## src/rtl/alu_arbiter_pkg.sv

```systemverilog
// Shared definitions for the two-requester ALU arbiter: opcodes, FSM states,
// latched request payload and opcode legality.
package alu_arbiter_pkg;

  localparam int unsigned ALU_W = 32;
  localparam int unsigned OP_W  = 3;

  localparam logic [OP_W-1:0] OP_AND = 3'b000;
  localparam logic [OP_W-1:0] OP_OR  = 3'b001;
  localparam logic [OP_W-1:0] OP_ADD = 3'b010;
  localparam logic [OP_W-1:0] OP_SUB = 3'b110;
  localparam logic [OP_W-1:0] OP_SLT = 3'b111;

  typedef enum logic [1:0] {
    ST_IDLE = 2'd0,
    ST_EXEC = 2'd1,
    ST_RESP = 2'd2
  } state_e;

  typedef struct packed {
    logic [ALU_W-1:0] a;
    logic [ALU_W-1:0] b;
    logic [OP_W-1:0]  op;
    logic             id;
  } req_t;

  function automatic logic op_legal(input logic [OP_W-1:0] op);
    return (op == OP_AND) || (op == OP_OR) || (op == OP_ADD) ||
           (op == OP_SUB) || (op == OP_SLT);
  endfunction

endpackage

```

## src/rtl/alu_arbiter_yalu.sv

```systemverilog
// yAlu: 32-bit combinational ALU; op[2] selects subtract, op[1:0] picks
// AND/OR/ADD/SLT. ex flags a zero result.
module yAlu
  import alu_arbiter_pkg::*;
(
  output logic [ALU_W-1:0] z,
  output logic             ex,
  input  logic [ALU_W-1:0] a,
  input  logic [ALU_W-1:0] b,
  input  logic [OP_W-1:0]  op
);

  logic [ALU_W-1:0] b_eff;
  logic [ALU_W-1:0] sum;
  logic             slt_c;

  always_comb begin
    b_eff = op[2] ? ~b : b;
    sum   = a + b_eff + ALU_W'(op[2]);
    // Differing signs decide directly; equal signs cannot overflow a - b.
    slt_c = (a[ALU_W-1] ^ b[ALU_W-1]) ? a[ALU_W-1] : sum[ALU_W-1];
    z     = '0;
    case (op[1:0])
      2'b00:   z = a & b;
      2'b01:   z = a | b;
      2'b10:   z = sum;
      default: z = ALU_W'(slt_c);
    endcase
    ex = (z == '0);
  end

endmodule

```

## src/rtl/alu_arbiter.sv

```systemverilog
// Round-robin arbiter sharing one yAlu between two requesters, one
// transaction in flight; results held in RESP until the consumer takes them.
module alu_arbiter
  import alu_arbiter_pkg::*;
#(
  parameter int unsigned WIDTH = 32
) (
  input  logic             clk,
  input  logic             rst_n,
  input  logic             req0_valid,
  output logic             req0_ready,
  input  logic [WIDTH-1:0] req0_a,
  input  logic [WIDTH-1:0] req0_b,
  input  logic [2:0]       req0_op,
  input  logic             req1_valid,
  output logic             req1_ready,
  input  logic [WIDTH-1:0] req1_a,
  input  logic [WIDTH-1:0] req1_b,
  input  logic [2:0]       req1_op,
  output logic             rsp_valid,
  input  logic             rsp_ready,
  output logic             rsp_id,
  output logic [WIDTH-1:0] rsp_z,
  output logic             rsp_zero,
  output logic             rsp_err
);

  state_e           state_q, state_d;
  logic             last_q, last_d;
  req_t             req_q, req_d;
  logic             rsp_valid_q, rsp_valid_d;
  logic             rsp_id_q, rsp_id_d;
  logic [WIDTH-1:0] rsp_z_q, rsp_z_d;
  logic             rsp_zero_q, rsp_zero_d;
  logic             rsp_err_q, rsp_err_d;

  logic             grant0_c, grant1_c, accept_c;
  logic [ALU_W-1:0] alu_z;
  logic             alu_ex;

  yAlu u_alu (
    .z  (alu_z),
    .ex (alu_ex),
    .a  (req_q.a),
    .b  (req_q.b),
    .op (req_q.op)
  );

  // last_q holds the id granted most recently; on a tie the other one wins.
  always_comb begin
    grant1_c   = req1_valid && (!req0_valid || !last_q);
    grant0_c   = req0_valid && !grant1_c;
    req0_ready = rst_n && (state_q == ST_IDLE) && grant0_c;
    req1_ready = rst_n && (state_q == ST_IDLE) && grant1_c;
    accept_c   = req0_ready || req1_ready;
  end

  always_comb begin
    state_d     = state_q;
    last_d      = last_q;
    req_d       = req_q;
    rsp_valid_d = rsp_valid_q;
    rsp_id_d    = rsp_id_q;
    rsp_z_d     = rsp_z_q;
    rsp_zero_d  = rsp_zero_q;
    rsp_err_d   = rsp_err_q;
    case (state_q)
      ST_IDLE: begin
        if (accept_c) begin
          if (grant1_c) begin
            req_d.a  = ALU_W'(req1_a);
            req_d.b  = ALU_W'(req1_b);
            req_d.op = req1_op;
          end else begin
            req_d.a  = ALU_W'(req0_a);
            req_d.b  = ALU_W'(req0_b);
            req_d.op = req0_op;
          end
          req_d.id = grant1_c;
          last_d   = grant1_c;
          state_d  = ST_EXEC;
        end
      end
      ST_EXEC: begin
        rsp_id_d = req_q.id;
        if (op_legal(req_q.op)) begin
          rsp_z_d    = WIDTH'(alu_z);
          rsp_zero_d = alu_ex;
          rsp_err_d  = 1'b0;
        end else begin
          rsp_z_d    = '0;
          rsp_zero_d = 1'b0;
          rsp_err_d  = 1'b1;
        end
        state_d = ST_RESP;
      end
      ST_RESP: begin
        // rsp_valid rises one cycle into RESP; the handshake needs it high.
        rsp_valid_d = 1'b1;
        if (rsp_valid_q && rsp_ready) begin
          rsp_valid_d = 1'b0;
          state_d     = ST_IDLE;
        end
      end
      default: state_d = ST_IDLE;
    endcase
  end

  always_ff @(posedge clk or negedge rst_n) begin
    if (!rst_n) begin
      state_q     <= ST_IDLE;
      last_q      <= 1'b1;
      req_q       <= '0;
      rsp_valid_q <= 1'b0;
      rsp_id_q    <= 1'b0;
      rsp_z_q     <= '0;
      rsp_zero_q  <= 1'b0;
      rsp_err_q   <= 1'b0;
    end else begin
      state_q     <= state_d;
      last_q      <= last_d;
      req_q       <= req_d;
      rsp_valid_q <= rsp_valid_d;
      rsp_id_q    <= rsp_id_d;
      rsp_z_q     <= rsp_z_d;
      rsp_zero_q  <= rsp_zero_d;
      rsp_err_q   <= rsp_err_d;
    end
  end

  assign rsp_valid = rsp_valid_q;
  assign rsp_id    = rsp_id_q;
  assign rsp_z     = rsp_z_q;
  assign rsp_zero  = rsp_zero_q;
  assign rsp_err   = rsp_err_q;

endmodule
```

## config.mk

```make
export PLATFORM = sky130hd
export DESIGN_NAME = alu_arbiter
export DESIGN_NICKNAME = d
export VERILOG_FILES = /design/src/rtl/alu_arbiter_pkg.sv /design/src/rtl/alu_arbiter_yalu.sv /design/src/rtl/alu_arbiter.sv
export SDC_FILE = /design/constraint.sdc
export NUM_CORES = 1
export LEC_CHECK = 0
export BUFFER_PORTS_ARGS = -buffer_cell sky130_fd_sc_hd__buf_2
export CAP_MARGIN = 40
export CORE_MARGIN = 1.5
export CORE_UTILIZATION = 50
export DETAILED_ROUTE_END_ITERATION = 10
export PLACE_DENSITY_LB_ADDON = 0.12
export SYNTH_ARGS = -nofsm -noshare
export SYNTH_HDL_FRONTEND = slang
export SYNTH_SLANG_ARGS = --single-unit
```

## constraint.sdc

```tcl
create_clock -name clk -period 5.02 [get_ports clk]
set_clock_uncertainty 0.1 [all_clocks]
set_input_delay 0.753 -clock clk [delete_from_list [all_inputs] [get_ports clk]]
set_output_delay 0.753 -clock clk [all_outputs]
set_load 0.03 [all_outputs]
```

==> results.json, run 1 <==
{
  "synth_top_family_by_area": "compound AO/OA/AOI/OAI gates",
  "synth_mux_area_share_pct": 9.28,
  "met3_usage_pct": 3.55,
  "synth_top_area_share_pct": 34.0,
  "cap_violations": 0,
  "synth_top_flop_cell": "dfrtp_1",
  "maxSlewViolCount": 0,
  "top_usage_layer": "met1",
  "crit_type": "flop to flop",
  "core_area_um2": 15200,
  "cts_resized": 0,
  "yosysUniqueCellTypes": 71,
  "initial_core_util_pct": 51.3,
  "vias": 7340,
  "yosys_warnings": 0,
  "arrival_ns": 4.23,
  "max_clock_freq_mhz": 246,
  "rows": 45,
  "synth-seq-cells": 107,
  "slew_headroom_pct": 53.8,
  "die_h_um": 128,
  "drive_above_1_share_pct": 21.6,
  "period_minus_slack_ns": 4.07,
  "place_area_um2": 8810,
  "antenna_found_initial": 0,
  "first_global_vias": 6588,
  "ios": 177,
  "fp.dieW_um": 128,
  "holdWs_ns": 0.232,
  "yosysTopAreaCell": "dfrtp_1",
  "post-cts-setup-buffers": 0,
  "cts_hold_buf": 0,
  "use_met1_pct": 43.7,
  "cts.path.max_buffers": 2,
  "clkSinkCount": 107,
  "met2_usage_pct": 39.3,
  "synth_xor_area_share_pct": 5.17,
  "layout_common_cells": "175 x buf_2, 134 x a21oi_1, 105 x dfrtp_1",
  "gr-total-overflow": 0,
  "via_per_inst": 5.95,
  "clkTransAtPathRegs_ns": 0.08,
  "firstDrtPassIters": 5,
  "fin_util_pct": 59.8,
  "dp_hpwl_um": 17300,
  "synthesis.nets": 1076,
  "grt_first_pass_wirelength_um": 35200,
  "worstPathRequired_ns": 5.18,
  "crit_fanout": 23,
  "synth_area_leaders": "dfrtp_1 34%, mux2i_1 9.0%, a21oi_1 8.6%",
  "drt_iter0_drc": 595,
  "synth_area_per_cell_um2": 8.69,
  "finalSetupViolations": 0,
  "insertion_delay_ns": 0.36,
  "dieArea_um2": 16400,
  "yosys.area_share.simple_pct": 14.0,
  "hold_viol": 0,
  "root_buffer": "clkbuf_16",
  "setup-tns-final_ns": 0,
  "drc": 0,
  "wl_per_cell_um": 18.0,
  "numCtsBuffers": 9,
  "cp-start-kind": "flop",
  "portBuffers": 176,
  "postSynth.asyncResetShare_pct": 100,
  "area_growth_pct": 16.5,
  "ant_nets": 0,
  "synthCells": 897,
  "outcome": "finished clean",
  "tightest_slew_ns": 0.693,
  "synth_edf_count": 0,
  "drt-total-wl_um": 22200,
  "gp_congestion": 0.988,
  "period_share_pct": 81.0,
  "min_path_type": "input pin to async pin",
  "seq_area_frac_synth_pct": 34.4,
  "cts_tree": "built",
  "antenna_cells": 0,
  "grt_usage_pct": 27.7,
  "synth_fa_ha_area_share_pct": 8.70,
  "design_area_um2": 9080,
  "fillers": 1465,
  "grt_max_degree": 68,
  "htree_num_levels": 3,
  "rsz0062_at_grt": "no",
  "synth_compound_area_share_pct": 24.4,
  "layout.cells.most_common": "buf_2",
  "cp-end-kind": "flop",
  "syn_area_um2": 7800,
  "fin_nets": 1219
}
## cell usage after synthesis (all sizes together), types with 6 or more instances
master and count:
nand3 10, and3 6, mux2i 70, a21oi 137, ha 39, maj3 17, nor2 97, xor2 35
buf 28, nor3 22, a22o 15, a21o 9, nand4 10, xnor2 11, o21a 6, dfrtp 106
nand2 71, inv 17, clkbuf 30, o21ai 59, o31ai 9
## metal layers
metal  up-vias  wire length, um
met2       329             8970
li1       3579                -
met5         -                0
met1      3416            11300
met3        16             1670
met4         0              275
## cell families after synthesis
kind of cell	count (synthesis)
AO/OA/AOI/OAI	297
XOR/XNOR	46
adder cells (fa/ha/maj)	57
buffers and inverters	75
flip-flops	107
multiplexers	72
AND/OR/NAND/NOR	243
## stage by stage
| step | worst slack [ns] | instances |
|---|---|---|
| floorplan | 1.35 | 897 |
| global placement | 1.15 | 1216 |
| detailed placement | 1.03 | 1217 |
| CTS | 0.984 | 1233 |
| global route | 0.674 | 1233 |
| finish | 0.954 | 1233 |
## worst max-delay path, stage by stage, from the launching register on
cell	delay, ns
dfrtp_2	0.75
xor2_1	0.25
inv_1	0.09
fa_1	0.43
nand3b_2	0.29
a2111oi_4	0.53
nor2_1	0.13
and4_4	0.22
nor4_1	0.27
o2111ai_1	0.20
a2111oi_2	0.32
nand4_1	0.14
o31ai_1	0.24
## cell type report
| cell class | count | area [um2] | area share [%] |
|---|---|---|---|
| multi-input combinational | 715 | 4820 | 53.0 |
| inverter | 17 | 63.8 | 0.702 |
| clock buffer | 10 | 229 | 2.52 |
| tap | 188 | 235 | 2.59 |
| sequential | 107 | 2680 | 29.5 |
| clock inverter | 6 | 48.8 | 0.537 |
| timing repair buffer | 190 | 1010 | 11.1 |
## flip-flops by register name (all words and copies together), names as in the netlist
signal,count
last_q,1
req_q,68
rsp_id,1
rsp_z,32
state_q,2
rsp_zero,1
rsp_valid,1
rsp_err,1
## path summary, 6_finish.rpt
check	startpoint	end	slack [ns]	cells after the start
worst max-delay path	req_q[3]	rsp_zero	0.95	12
worst min-delay path	rst_n	rsp_z[4]	0.23	1
worst max register to register	req_q[3]	rsp_zero	0.95	12
worst min register to register	rsp_z[23]	rsp_z[23]	0.36	2
max in group asynchronous	rst_n	req_q[27]	3.67	3
min in group clk	rsp_z[23]	rsp_z[23]	0.36	2
Power of run 1 is not shown: default switching activity piles up to over one toggle a cycle in this logic, so the estimate is an artifact.
==> inputs of run 2 (changes only) <==
clock period = 3.7 ns   (was 5.02 ns; I/O delays follow)
==> run 2 against run 1 <==
  * Via count grew 0.64%
  * Sequential share of layout area fell by 0.96 points
  * First-iteration DRC count decreased by 0.67%
  * Cell area rose by 3.3%
  * Register-to-register slack got worse by 0.86 ns
  * Largest cell class unchanged
==> results.json, run 2 (synthesized netlist as in run 1, its figures left out) <==
{
  "wl_per_cell_um": 18.4,
  "fillers": 1384,
  "clkTransAtPathRegs_ns": 0.07,
  "cp-start-kind": "flop",
  "fin_util_pct": 61.8,
  "grt_usage_pct": 28.7,
  "multi_input_area_um2": 4870,
  "outcome": "finished clean",
  "layout.cells.most_common": "buf_2",
  "area_growth_pct": 20.4,
  "firstDrtPassIters": 5,
  "initial_core_util_pct": 51.3,
  "grt_max_degree": 136,
  "crit_fanout": 12,
  "gp_congestion": 0.922,
  "finalSetupViolations": 0,
  "vias": 7387,
  "period_minus_slack_ns": 3.60,
  "drt-total-wl_um": 23200,
  "arrival_ns": 3.77,
  "worst_slack_ns": 0.0956,
  "insertion_delay_ns": 0.36,
  "numCtsBuffers": 9,
  "r2r_setup_slack_ns": 0.1,
  "slew_headroom_pct": 51.6,
  "top_register": "req_q",
  "grt_first_pass_wirelength_um": 36300,
  "drive_above_1_share_pct": 24.1,
  "r2r_cells": 12,
  "drt_iter0_drc": 591,
  "r2r-start": "req_q[3]",
  "core_area_um2": 15200,
  "largest_reg_flops": 68,
  "portBuffers": 176,
  "dp_hpwl_um": 18200,
  "cts_hold_buf": 0,
  "die_h_um": 128,
  "period_share_pct": 97.4,
  "post-place-ws_ns": 0.0919,
  "cts.path.max_buffers": 2,
  "min_path_type": "input pin to async pin",
  "crit_type": "flop to flop",
  "layout_common_cells": "175 x buf_2, 134 x a21oi_1, 105 x dfrtp_1",
  "clkSinkCount": 107,
  "via_per_inst": 5.87,
  "hold_viol": 0,
  "root_buffer": "clkbuf_16",
  "worstPathRequired_ns": 3.87,
  "first_global_vias": 6702,
  "cap_violations": 0,
  "seqCellArea_um2": 2680,
  "holdWs_ns": 0.147,
  "fp.dieW_um": 128,
  "maxSlewViolCount": 0,
  "rows": 45,
  "antenna_cells": 0,
  "ant_nets": 0,
  "gr-total-overflow": 0,
  "r2r_end": "rsp_z[31]",
  "max_clock_freq_mhz": 277,
  "ios": 177,
  "htree_num_levels": 3,
  "setup-tns-final_ns": 0,
  "cts_tree": "built",
  "cp-end-kind": "flop",
  "tightest_slew_ns": 0.724,
  "drc": 0,
  "fin_nets": 1244,
  "antenna_found_initial": 0,
  "dieArea_um2": 16400
}
## run 2: cell count changes in the layout (fill, tap and decap cells not counted), moves of 2 or more
cell,delta
buf_4,+20
a32oi_1,-2
a32oi_2,+2
buf_12,+3
## run 2: worst max path at each step
stage / end / from / slack [ns] / cells after the start
detailed placement: rsp_zero / req_q[3] / 0.09 / 12
global placement: rsp_zero / req_q[3] / 0.14 / 12
floorplan: rsp_zero / req_q[3] / 0.03 / 13
finish: rsp_z[31] / req_q[3] / 0.1 / 12
CTS: rsp_zero / req_q[3] / 0.07 / 12
global route: rsp_zero / req_q[3] / -0.02 / 13
## run 2: repair_timing
| action | in CTS | in global routing |
|---|---|---|
| buffers inserted | 0 | 2 |
| gates resized for setup | 0 | 10 |
| setup endpoints to repair | 0 | 1 |
## run 2: final cells by class
cell class / instances / share of cell area, %
repair buffers: 215 / 13.4
inverters: 17 / 0.680
multi-input cells: 715 / 51.9
well taps: 188 / 2.51
clock buffers: 10 / 2.55
flip-flops and latches: 107 / 28.5
clock inverters: 6 / 0.493
## run 2: worst max-delay path: stages, from the launching register on
cell and delay [ns]:
dfrtp_2 0.46, buf_12 0.17, xor2_1 0.16, ha_1 0.35, a21oi_1 0.30, o21ai_0 0.21
a32o_1 0.27, o21ai_1 0.29, nand2_1 0.15, a41oi_1 0.30, xor2_1 0.44, a21oi_1 0.16
o21ai_0 0.16
## run 2: per-layer routing
layer | vias to the layer above | wire (um) | GRT usage, %
met5 | - | 0 | 0
met4 | 0 | 352 | 6.94
met3 | 24 | 1700 | 3.84
met2 | 299 | 9410 | 39.7
met1 | 3437 | 11700 | 46.4
li1 | 3627 | - | -
## run 2: per-stage QoR
step | cell area [um2] | instances
floorplan | 7800 | 897
global placement | 8980 | 1238
detailed placement | 9010 | 1239
CTS | 9290 | 1255
global route | 9390 | 1258
finish | 9390 | 1258
Power of run 2 is left out for the same reason.
